`config.mk`:
```
export PLATFORM = sky130hd
export DESIGN_NAME = axis_pkt_master_flat
export DESIGN_NICKNAME = d
export VERILOG_FILES = /design/src/rtl/axis_pkt_master_if.sv /design/src/rtl/axis_pkt_master.sv /design/src/flat_wrapper.sv
export SDC_FILE = /design/constraint.sdc
export NUM_CORES = 1
export LEC_CHECK = 0
export CORE_ASPECT_RATIO = 1.5
export CORE_MARGIN = 3
export CORE_UTILIZATION = 40
export DETAILED_ROUTE_END_ITERATION = 10
export GPL_TIMING_DRIVEN = 0
export PLACE_DENSITY = 0.69
export SYNTH_ARGS = -nofsm -noshare
export SYNTH_HDL_FRONTEND = slang
export SYNTH_SLANG_ARGS = --single-unit
```
`constraint.sdc`:
```
create_clock -name m_axis_clk -period 1.6 [get_ports m_axis_clk]
set_input_delay 0.4 -clock m_axis_clk [delete_from_list [all_inputs] [get_ports m_axis_clk]]
set_output_delay 0.4 -clock m_axis_clk [all_outputs]
set_load 0.005 [all_outputs]
```
`src/rtl/axis_pkt_master_if.sv`:
```
// AXI-Stream beat bundle between the packet master and its downstream slave.
interface axis_pkt_master_if #(
  parameter int DATA_W = 8
);
  logic              m_axis_tvalid;
  logic              m_axis_tready;
  logic [DATA_W-1:0] m_axis_tdata;
  logic              m_axis_tlast;

  modport master (
    output m_axis_tvalid,
    output m_axis_tdata,
    output m_axis_tlast,
    input  m_axis_tready
  );

  modport slave (
    input  m_axis_tvalid,
    input  m_axis_tdata,
    input  m_axis_tlast,
    output m_axis_tready
  );
endinterface

```
`src/rtl/axis_pkt_master.sv`:
```
// AXI-Stream packet source: incrementing byte pattern from seed, pkt_len beats, tlast on the last.
// Optional macro AXIS_PKT_MASTER_GAP_EN inserts one GAP state after every packet.
module axis_pkt_master #(
  parameter int DATA_W = 8,
  parameter int LEN_W  = 8
) (
  input  logic              m_axis_clk,
  input  logic              m_axis_resetn,
  input  logic              start,
  input  logic [LEN_W-1:0]  pkt_len,
  input  logic [DATA_W-1:0] seed,
  axis_pkt_master_if.master m_axis,
  output logic              busy,
  output logic              done,
  output logic [15:0]       pkt_cnt,
  output logic [1:0]        state_dbg
);

`ifdef AXIS_PKT_MASTER_GAP_EN
  typedef enum logic [1:0] {IDLE = 2'd0, SEND = 2'd1, GAP = 2'd2} state_t;
`else
  typedef enum logic [1:0] {IDLE = 2'd0, SEND = 2'd1} state_t;
`endif

  state_t            state_q, state_d;
  logic [LEN_W-1:0]  rem_q, rem_d;
  logic [DATA_W-1:0] data_q, data_d;
  logic              tvalid_q, tlast_q, busy_q, done_q;
  logic [15:0]       pkt_cnt_q;
  logic [LEN_W-1:0]  len_eff;
  logic              hs, last_hs;

  // Handshake: a beat transfers on a rising edge where tvalid and tready are both high;
  // once tvalid rises it stays high with tdata/tlast frozen until that transfer happens.
  assign hs      = tvalid_q & m_axis.m_axis_tready;
  assign last_hs = hs & tlast_q;
  assign len_eff = (pkt_len == '0) ? LEN_W'(1) : pkt_len;

  always_comb begin
    state_d = state_q;
    rem_d   = rem_q;
    data_d  = data_q;
    case (state_q)
      IDLE: begin
        if (start) begin
          state_d = SEND;
          rem_d   = len_eff;
          data_d  = seed;
        end
      end
      SEND: begin
        if (hs) begin
          data_d = data_q + DATA_W'(1);
          rem_d  = rem_q - LEN_W'(1);
          if (tlast_q) begin
`ifdef AXIS_PKT_MASTER_GAP_EN
            state_d = GAP;
`else
            // Back-to-back: a request on the final handshake starts the next packet with no bubble.
            if (start) begin
              rem_d  = len_eff;
              data_d = seed;
            end else begin
              state_d = IDLE;
            end
`endif
          end
        end
      end
`ifdef AXIS_PKT_MASTER_GAP_EN
      GAP: state_d = IDLE;
`endif
      default: state_d = IDLE;
    endcase
  end

  // Outputs are registered from next-state values so they line up with the state they describe.
  always_ff @(posedge m_axis_clk or negedge m_axis_resetn) begin
    if (!m_axis_resetn) begin
      state_q   <= IDLE;
      rem_q     <= '0;
      data_q    <= '0;
      tvalid_q  <= 1'b0;
      tlast_q   <= 1'b0;
      busy_q    <= 1'b0;
      done_q    <= 1'b0;
      pkt_cnt_q <= '0;
    end else begin
      state_q  <= state_d;
      rem_q    <= rem_d;
      data_q   <= data_d;
      tvalid_q <= (state_d == SEND);
      tlast_q  <= (state_d == SEND) && (rem_d == LEN_W'(1));
      busy_q   <= (state_d != IDLE);
      done_q   <= last_hs;
      if (last_hs) begin
        pkt_cnt_q <= pkt_cnt_q + 16'd1;
      end
    end
  end

  assign m_axis.m_axis_tvalid = tvalid_q;
  assign m_axis.m_axis_tdata  = data_q;
  assign m_axis.m_axis_tlast  = tlast_q;
  assign busy                 = busy_q;
  assign done                 = done_q;
  assign pkt_cnt              = pkt_cnt_q;
  assign state_dbg            = state_q;

  a_hold_under_backpressure: assert property (
    @(posedge m_axis_clk) disable iff (!m_axis_resetn)
    (tvalid_q && !m_axis.m_axis_tready) |=> (tvalid_q && $stable(data_q) && $stable(tlast_q))
  );

endmodule

```
`src/flat_wrapper.sv`:
```
// flat-port wrapper written by rule: the top's interface ports become plain ports
module axis_pkt_master_flat 
#(
  parameter int DATA_W = 8,
  parameter int LEN_W  = 8
)
  (m_axis_clk, m_axis_resetn, start, pkt_len, seed, busy, done, pkt_cnt, state_dbg, m_axis_m_axis_tvalid, m_axis_m_axis_tdata, m_axis_m_axis_tlast, m_axis_m_axis_tready);
  axis_pkt_master_if #(.DATA_W(DATA_W)) m_axis_i ();
  input  logic m_axis_clk;
  input  logic m_axis_resetn;
  input  logic start;
  input  logic [LEN_W-1:0] pkt_len;
  input  logic [DATA_W-1:0] seed;
  output logic busy;
  output logic done;
  output logic [15:0] pkt_cnt;
  output logic [1:0] state_dbg;
  output wire logic [$bits(m_axis_i.m_axis_tvalid)-1:0] m_axis_m_axis_tvalid;
  output wire logic [$bits(m_axis_i.m_axis_tdata)-1:0] m_axis_m_axis_tdata;
  output wire logic [$bits(m_axis_i.m_axis_tlast)-1:0] m_axis_m_axis_tlast;
  input wire logic [$bits(m_axis_i.m_axis_tready)-1:0] m_axis_m_axis_tready;
  assign m_axis_m_axis_tvalid = m_axis_i.m_axis_tvalid;
  assign m_axis_m_axis_tdata = m_axis_i.m_axis_tdata;
  assign m_axis_m_axis_tlast = m_axis_i.m_axis_tlast;
  assign m_axis_i.m_axis_tready = m_axis_m_axis_tready;
  axis_pkt_master #(.DATA_W(DATA_W), .LEN_W(LEN_W)) u_core (.m_axis_clk(m_axis_clk), .m_axis_resetn(m_axis_resetn), .start(start), .pkt_len(pkt_len), .seed(seed), .m_axis(m_axis_i), .busy(busy), .done(done), .pkt_cnt(pkt_cnt), .state_dbg(state_dbg));
endmodule
```
# Word-level counts from Yosys, hierarchy flattened
# Cells that the tools add are included.
dict set report op_classes {
  addsub 3
  n_mux 16
  n_bitwise 2
  n_eq_ne 5
  reduce_logical 6
}
# operator count
set op_table {}
lappend op_table {{8-bit 2-to-1 mux} 9}
lappend op_table {{8-bit case mux with 2 select lines} 2}
lappend op_table {{16-bit by 1-bit adder with 16-bit output, second input constant} 1}
lappend op_table {{8-bit by 1-bit adder with 8-bit output, second input constant} 1}
lappend op_table {{8-bit by 1-bit equality test with 1-bit output, second input constant} 1}
lappend op_table {{8-bit logical NOT} 1}
lappend op_table {{2-bit 2-to-1 mux} 4}
lappend op_table {{8-bit by 1-bit subtractor with 8-bit output, second input constant} 1}
lappend op_table {{2-bit by 1-bit equality test with 1-bit output, second input constant} 2}
lappend op_table {{2-bit case mux with 2 select lines} 1}
lappend op_table {{2-bit nonzero test} 2}
lappend op_table {{3-bit AND reduction} 1}
lappend op_table {{1-bit bitwise AND} 2}
lappend op_table {{2-bit logical NOT} 1}
lappend op_table {{2-bit by 1-bit inequality test with 1-bit output, second input constant} 1}
lappend op_table {{2-bit inequality test, second input constant} 1}
lappend op_table {{1-bit logical AND} 1}
dict set report totals {
  elab_cells 40
  regBits 38
  output_inout_bits 30
  input_bits 20
}

# Logic depth before layout (Yosys ltp)
dict set report depth {
  ltp_word 8
  mapped_depth 7
  mapped_depth_nobuf 7
}

# Least setup slack after synthesis
# OpenSTA, ideal clock, no wires.
dict set report synth_timing {
  path_kind {reg-to-reg}
  start {register u_core.pkt_cnt_q[2] (netlist: u_core.pkt_cnt[2])}
  end {register u_core.pkt_cnt_q[14] (netlist: u_core.pkt_cnt[14])}
  required_ns 1.476
  t_arrival_ns 1.462
  stages_incl_launch_ff 7
  period_less_slack_ns 1.586
  setup_time_ns 0.124
  setup_slack_ns 0.014
  n_path_buf 0
  cell_sequence {dfrtp_1 and4_1 and3_1 and2_4 and3_1 and3_1 xor2_1}
}
dict set report synth_between {
  elab_chain_cells 1
}
# element line
set synth_rtl {}
lappend synth_rtl {{start, declared} axis_pkt_master.sv:29} ;# logic [15:0] pkt_cnt_q;
lappend synth_rtl {{start signal, assigned} axis_pkt_master.sv:97} ;# pkt_cnt_q <= pkt_cnt_q + 16'd1;
lappend synth_rtl {{16-bit by 1-bit adder with 16-bit output} axis_pkt_master.sv:97}
# No other way between the ends.
# A chain may end at the register's enable or synchronous reset.

# Worst setup path in the final report
dict set report layout_timing {
  start {register u_core.state_q[1] (netlist: u_core.state_dbg[1])}
  end {register u_core.tlast_q (netlist: u_core.m_axis.m_axis_tlast)}
}
dict set report layout_between {
  elab_chain_cells 6
  word_cells_on_any_way 11
  classes_between {eq/ne: 3; mux: 6; reduce/logical: 2}
}
# element line
set layout_rtl {}
lappend layout_rtl {{start, declared} axis_pkt_master.sv:25} ;# state_t state_q, state_d;
lappend layout_rtl {{start signal, assigned} axis_pkt_master.sv:89} ;# state_q <= state_d;
lappend layout_rtl {{2-bit 2-to-1 mux} axis_pkt_master.sv:60} ;# if (start) begin
lappend layout_rtl {{2-bit 2-to-1 mux} axis_pkt_master.sv:55} ;# if (tlast_q) begin
lappend layout_rtl {{2-bit 2-to-1 mux} axis_pkt_master.sv:52} ;# if (hs) begin
lappend layout_rtl {{2-bit case mux with 2 select lines} axis_pkt_master.sv:43} ;# case (state_q)
lappend layout_rtl {{2-bit by 1-bit equality test with 1-bit output} axis_pkt_master.sv:93} ;# tlast_q <= (state_d == SEND) && (rem_d == LEN_W'(1));
lappend layout_rtl {{1-bit logical AND (*)} axis_pkt_master.sv:93}
lappend layout_rtl {{end signal, assigned} axis_pkt_master.sv:93}
lappend layout_rtl {{end, declared} axis_pkt_master.sv:28} ;# logic tvalid_q, tlast_q, busy_q, done_q;
# Every way passes the cells marked *; elsewhere a longest branch is shown, timed or not.

==> metrics.csv <==
metric,value,unit
synth_edf_count,0,
clkPwrFrac,33.1,%
slew-limit-headroom,43.6,%
multi_input_area,1200,µm²
cts_made_buffers,5,
drt_iter0_drc,172,
antenna_found_initial,0,
die_area,6140,µm²
die_y,94.5,µm
min_period_over_period,108,%
finalWorstSetupSlack,-131,ps
period_minus_slack,1730,ps
drive_gt1_share,32.1,%
ys_ff_latch,38,
antenna_left,0,
ys_types,53,
start_util,42.4,%
fin_tns_setup,-131,ps
clk_pin_slew_worst_paths,80,ps
cts-root-buf,clkbuf_8,
nets,343,
crit_slowest_cell,dfrtp_1,
die_w,65.0,µm
track_usage,21.2,%
core-area,4930,µm²
grt_pass1_wl,9960,µm
pwr-share-comb,28.2,%
post_drt_wl_per_cell,15.9,µm
hold_path.class,input pin to asynchronous set/reset pin,
dr_total_vias,2153,
drv_cap,0,
fmax,0.578,GHz
rows,31,
cts_max_path_buffers,2,
drc,0,
setup.worst_path.class,register to register,
worst-endpoint-required,1800,ps
drv_slew,0,
synth_cells,220,
ys.flop_type,dfrtp_1,
fin_util,66.6,%
critPathMaxFanout,10,
avgViaCountPerCell,5.56,
p_total,3000,µW
timing.rr.end,u_core.m_axis.m_axis_tlast,
ys_warn_count,0,
drt_first_pass_iters,4,
p_seq_share,38.8,%
cts_num_sinks,38,
ctsHoldBuffers,0,
post-place-ws,-653,ps
avgSynthCellArea,9.49,µm²
n_antenna_cell,0,
hold_viol,0,
r2r_start,u_core.state_dbg[1],
status,"finished, violations left",
vdd_drop_max,488,µV
p_switching,868,µW
routed_wl,6170,µm
cts_tree,yes,
regArea,962,µm²
syn2layout_area_growth,57.3,%
synthArstFlopShare,100,%
max_stage_delay,450,ps
worstMarginPinSlew,846,ps
fillers,393,
switching_share,28.9,%
grt_max_degree,39,
io-pin-count,50,
setup_viol,1,
cp_data_arrival_time,1940,ps
insertion_delay,300,ps
r2r_slack,-130,ps
r2r_cells,5,
synth_fp_nets,243,
power_density,913,nW/µm²
crit_path_end_kind,register,
ys_seq_area_share,45.6,%
p_int,2130,µW
grt_overflow_total,0,
htree_levels,2,
portBuffers,49,
rsz0062_at_grt,yes,
startpoint_type,register,
grt_pass1_vias,2200,
crit_chain,buf_4 -> o21bai_2 -> a221oi_2 -> o2111ai_2 -> nor4_2,
violations,setup timing,
finClkSkew,4.36,ps
syn_area,2090,µm²
gp_congestion,0.853,
p_leak,0.00155,µW
hpwl,3850,µm
-- placed cells by master, fill, tap and decap left out, types with 3 or more instances in the layout --
| master | Yosys | routed |
|---|---|---|
| dlymetal6s2s_1 | 0 | 7 |
| nand3_1 | 9 | 9 |
| dfrtp_2 | 0 | 9 |
| xnor2_1 | 14 | 14 |
| o221ai_1 | 3 | 3 |
| dfrtp_1 | 38 | 29 |
| buf_4 | 0 | 47 |
| o21ai_1 | 3 | 3 |
| and3_4 | 1 | 4 |
| nand2b_1 | 5 | 3 |
| nor2_1 | 14 | 13 |
| inv_1 | 7 | 6 |
| nand2_1 | 20 | 19 |
| o21ai_0 | 9 | 8 |
| dlygate4sd2_1 | 0 | 10 |
| nor3_1 | 4 | 3 |
| clkbuf_8 | 0 | 5 |
| o22ai_1 | 4 | 4 |
| a31oi_1 | 4 | 4 |
| and3_1 | 8 | 5 |
| nand4_1 | 5 | 5 |
| clkdlybuf4s50_1 | 0 | 30 |
| a21oi_4 | 0 | 3 |
| a21oi_1 | 21 | 21 |
-- critical path: cells and delay by family, from the launching register on --
kind                   cells  cell delay, ps
AOI/OAI and AO/OA          3             740
and+or+nand+nor            1             230
DFF                        1             450
buffers and inverters      1             210
-- routing by layer --
layer	up-vias	track usage, %	share of wire, %
met3	30	4.76	5.3
met4	0	15.3	4.8
met2	83	36.0	52
met5	-	0	0
met1	1039	22.9	38
li1	1001	-	-
-- Yosys cell counts, types with 2 or more instances --
master / instances / area [µm²]
buf_2: 4 / 20.0
xnor2_1: 14 / 123
nand4_1: 5 / 31.3
nand2_2: 2 / 12.5
nand2_1: 20 / 75.1
nor3_1: 4 / 20.0
o21ai_1: 3 / 15.0
and2_4: 2 / 17.5
nor4_1: 2 / 12.5
o2bb2ai_1: 2 / 17.5
nand3_1: 9 / 45.0
mux2i_1: 2 / 20.0
o221ai_1: 3 / 26.3
nand2b_1: 5 / 31.3
inv_1: 7 / 26.3
a21oi_2: 3 / 26.3
and3_1: 8 / 50.1
a21oi_1: 21 / 105
o21ai_0: 9 / 45.0
o22ai_1: 4 / 25.0
dfrtp_1: 38 / 951
and4_1: 2 / 17.5
nor2_1: 14 / 52.6
nand3_2: 2 / 20.0
a21o_1: 2 / 15.0
ha_1: 3 / 37.5
a31oi_1: 4 / 25.0
-- through the flow --
step           area, µm²  hold slack [ps]  instances
2_1_floorplan       2090              104        220
3_3_place_gp        2660              464        335
3_5_place_dp        2660              477        335
4_1_cts             3130              230        375
5_1_grt             3280              263        387
6_report            3280              199        387
-- how the worst max path moves through the flow --
stage                                    from                          to  slack (ps)  depth (start not counted)
final                     u_core.state_dbg[1]  u_core.m_axis.m_axis_tlast        -130                          5
after global routing      u_core.state_dbg[0]  u_core.m_axis.m_axis_tlast        -240                          7
after floorplan             u_core.pkt_cnt[2]          u_core.pkt_cnt[14]          10                          6
after detailed placement                start  u_core.m_axis.m_axis_tlast        -650                          8
after CTS                     u_core.rem_q[1]  u_core.m_axis.m_axis_tlast        -100                          6
after global placement          m_axis_resetn           u_core.pkt_cnt[5]        -780                          1
-- cell families (layout without fill, tap and decap cells) --
group | count (synthesis) | after routing | synth area share (%)
AO/OA/AOI/OAI | 61 | 61 | 19.0
XOR/XNOR | 15 | 15 | 6.30
adder cells (fa/ha/maj) | 3 | 3 | 1.80
buffers and inverters | 15 | 116 | 3.30
flip-flops | 38 | 38 | 45.6
multiplexers | 2 | 2 | 0.959
other | 1 | 1 | 0.180
AND/OR/NAND/NOR | 85 | 85 | 22.9
-- area by class of cell --
| type | instances | area share, % |
|---|---|---|
| clock inverter | 3 | 2.10 |
| multi-input combinational | 167 | 36.5 |
| buffer | 6 | 1.52 |
| sequential | 38 | 29.3 |
| inverter | 8 | 0.915 |
| tap | 66 | 2.52 |
| timing repair buffer | 94 | 25.1 |
| clock buffer | 5 | 2.10 |
-- sequential cells by signal (all words and copies together) (netlist names) --
signal                       count
u_core.pkt_cnt                  16
u_core.m_axis.m_axis_tdata       8
u_core.rem_q                     8
u_core.state_dbg                 2
u_core.busy                      1
u_core.done                      1
u_core.m_axis.m_axis_tlast       1
u_core.m_axis.m_axis_tvalid      1
-- what timing repair did --
action | in CTS | in global routing
pin swaps | 12 | 3
buffers inserted | 33 | 12
endpoints found under the hold margin | 0 | 0
cloned | 0 | 0
resized for setup | 41 | 24
endpoints found under the setup margin | 51 | 32
-- power by group through the flow --
stage          combinational, µW  clock [µW]  sequential (µW)
2_1_floorplan                335           0             1180
3_3_place_gp                 594           0             1200
3_5_place_dp                 603           0             1200
4_1_cts                      796        1010             1150
5_1_grt                      929        1040             1180
6_report                     845         991             1160
Note: power is estimated with default switching activity, not from simulation.
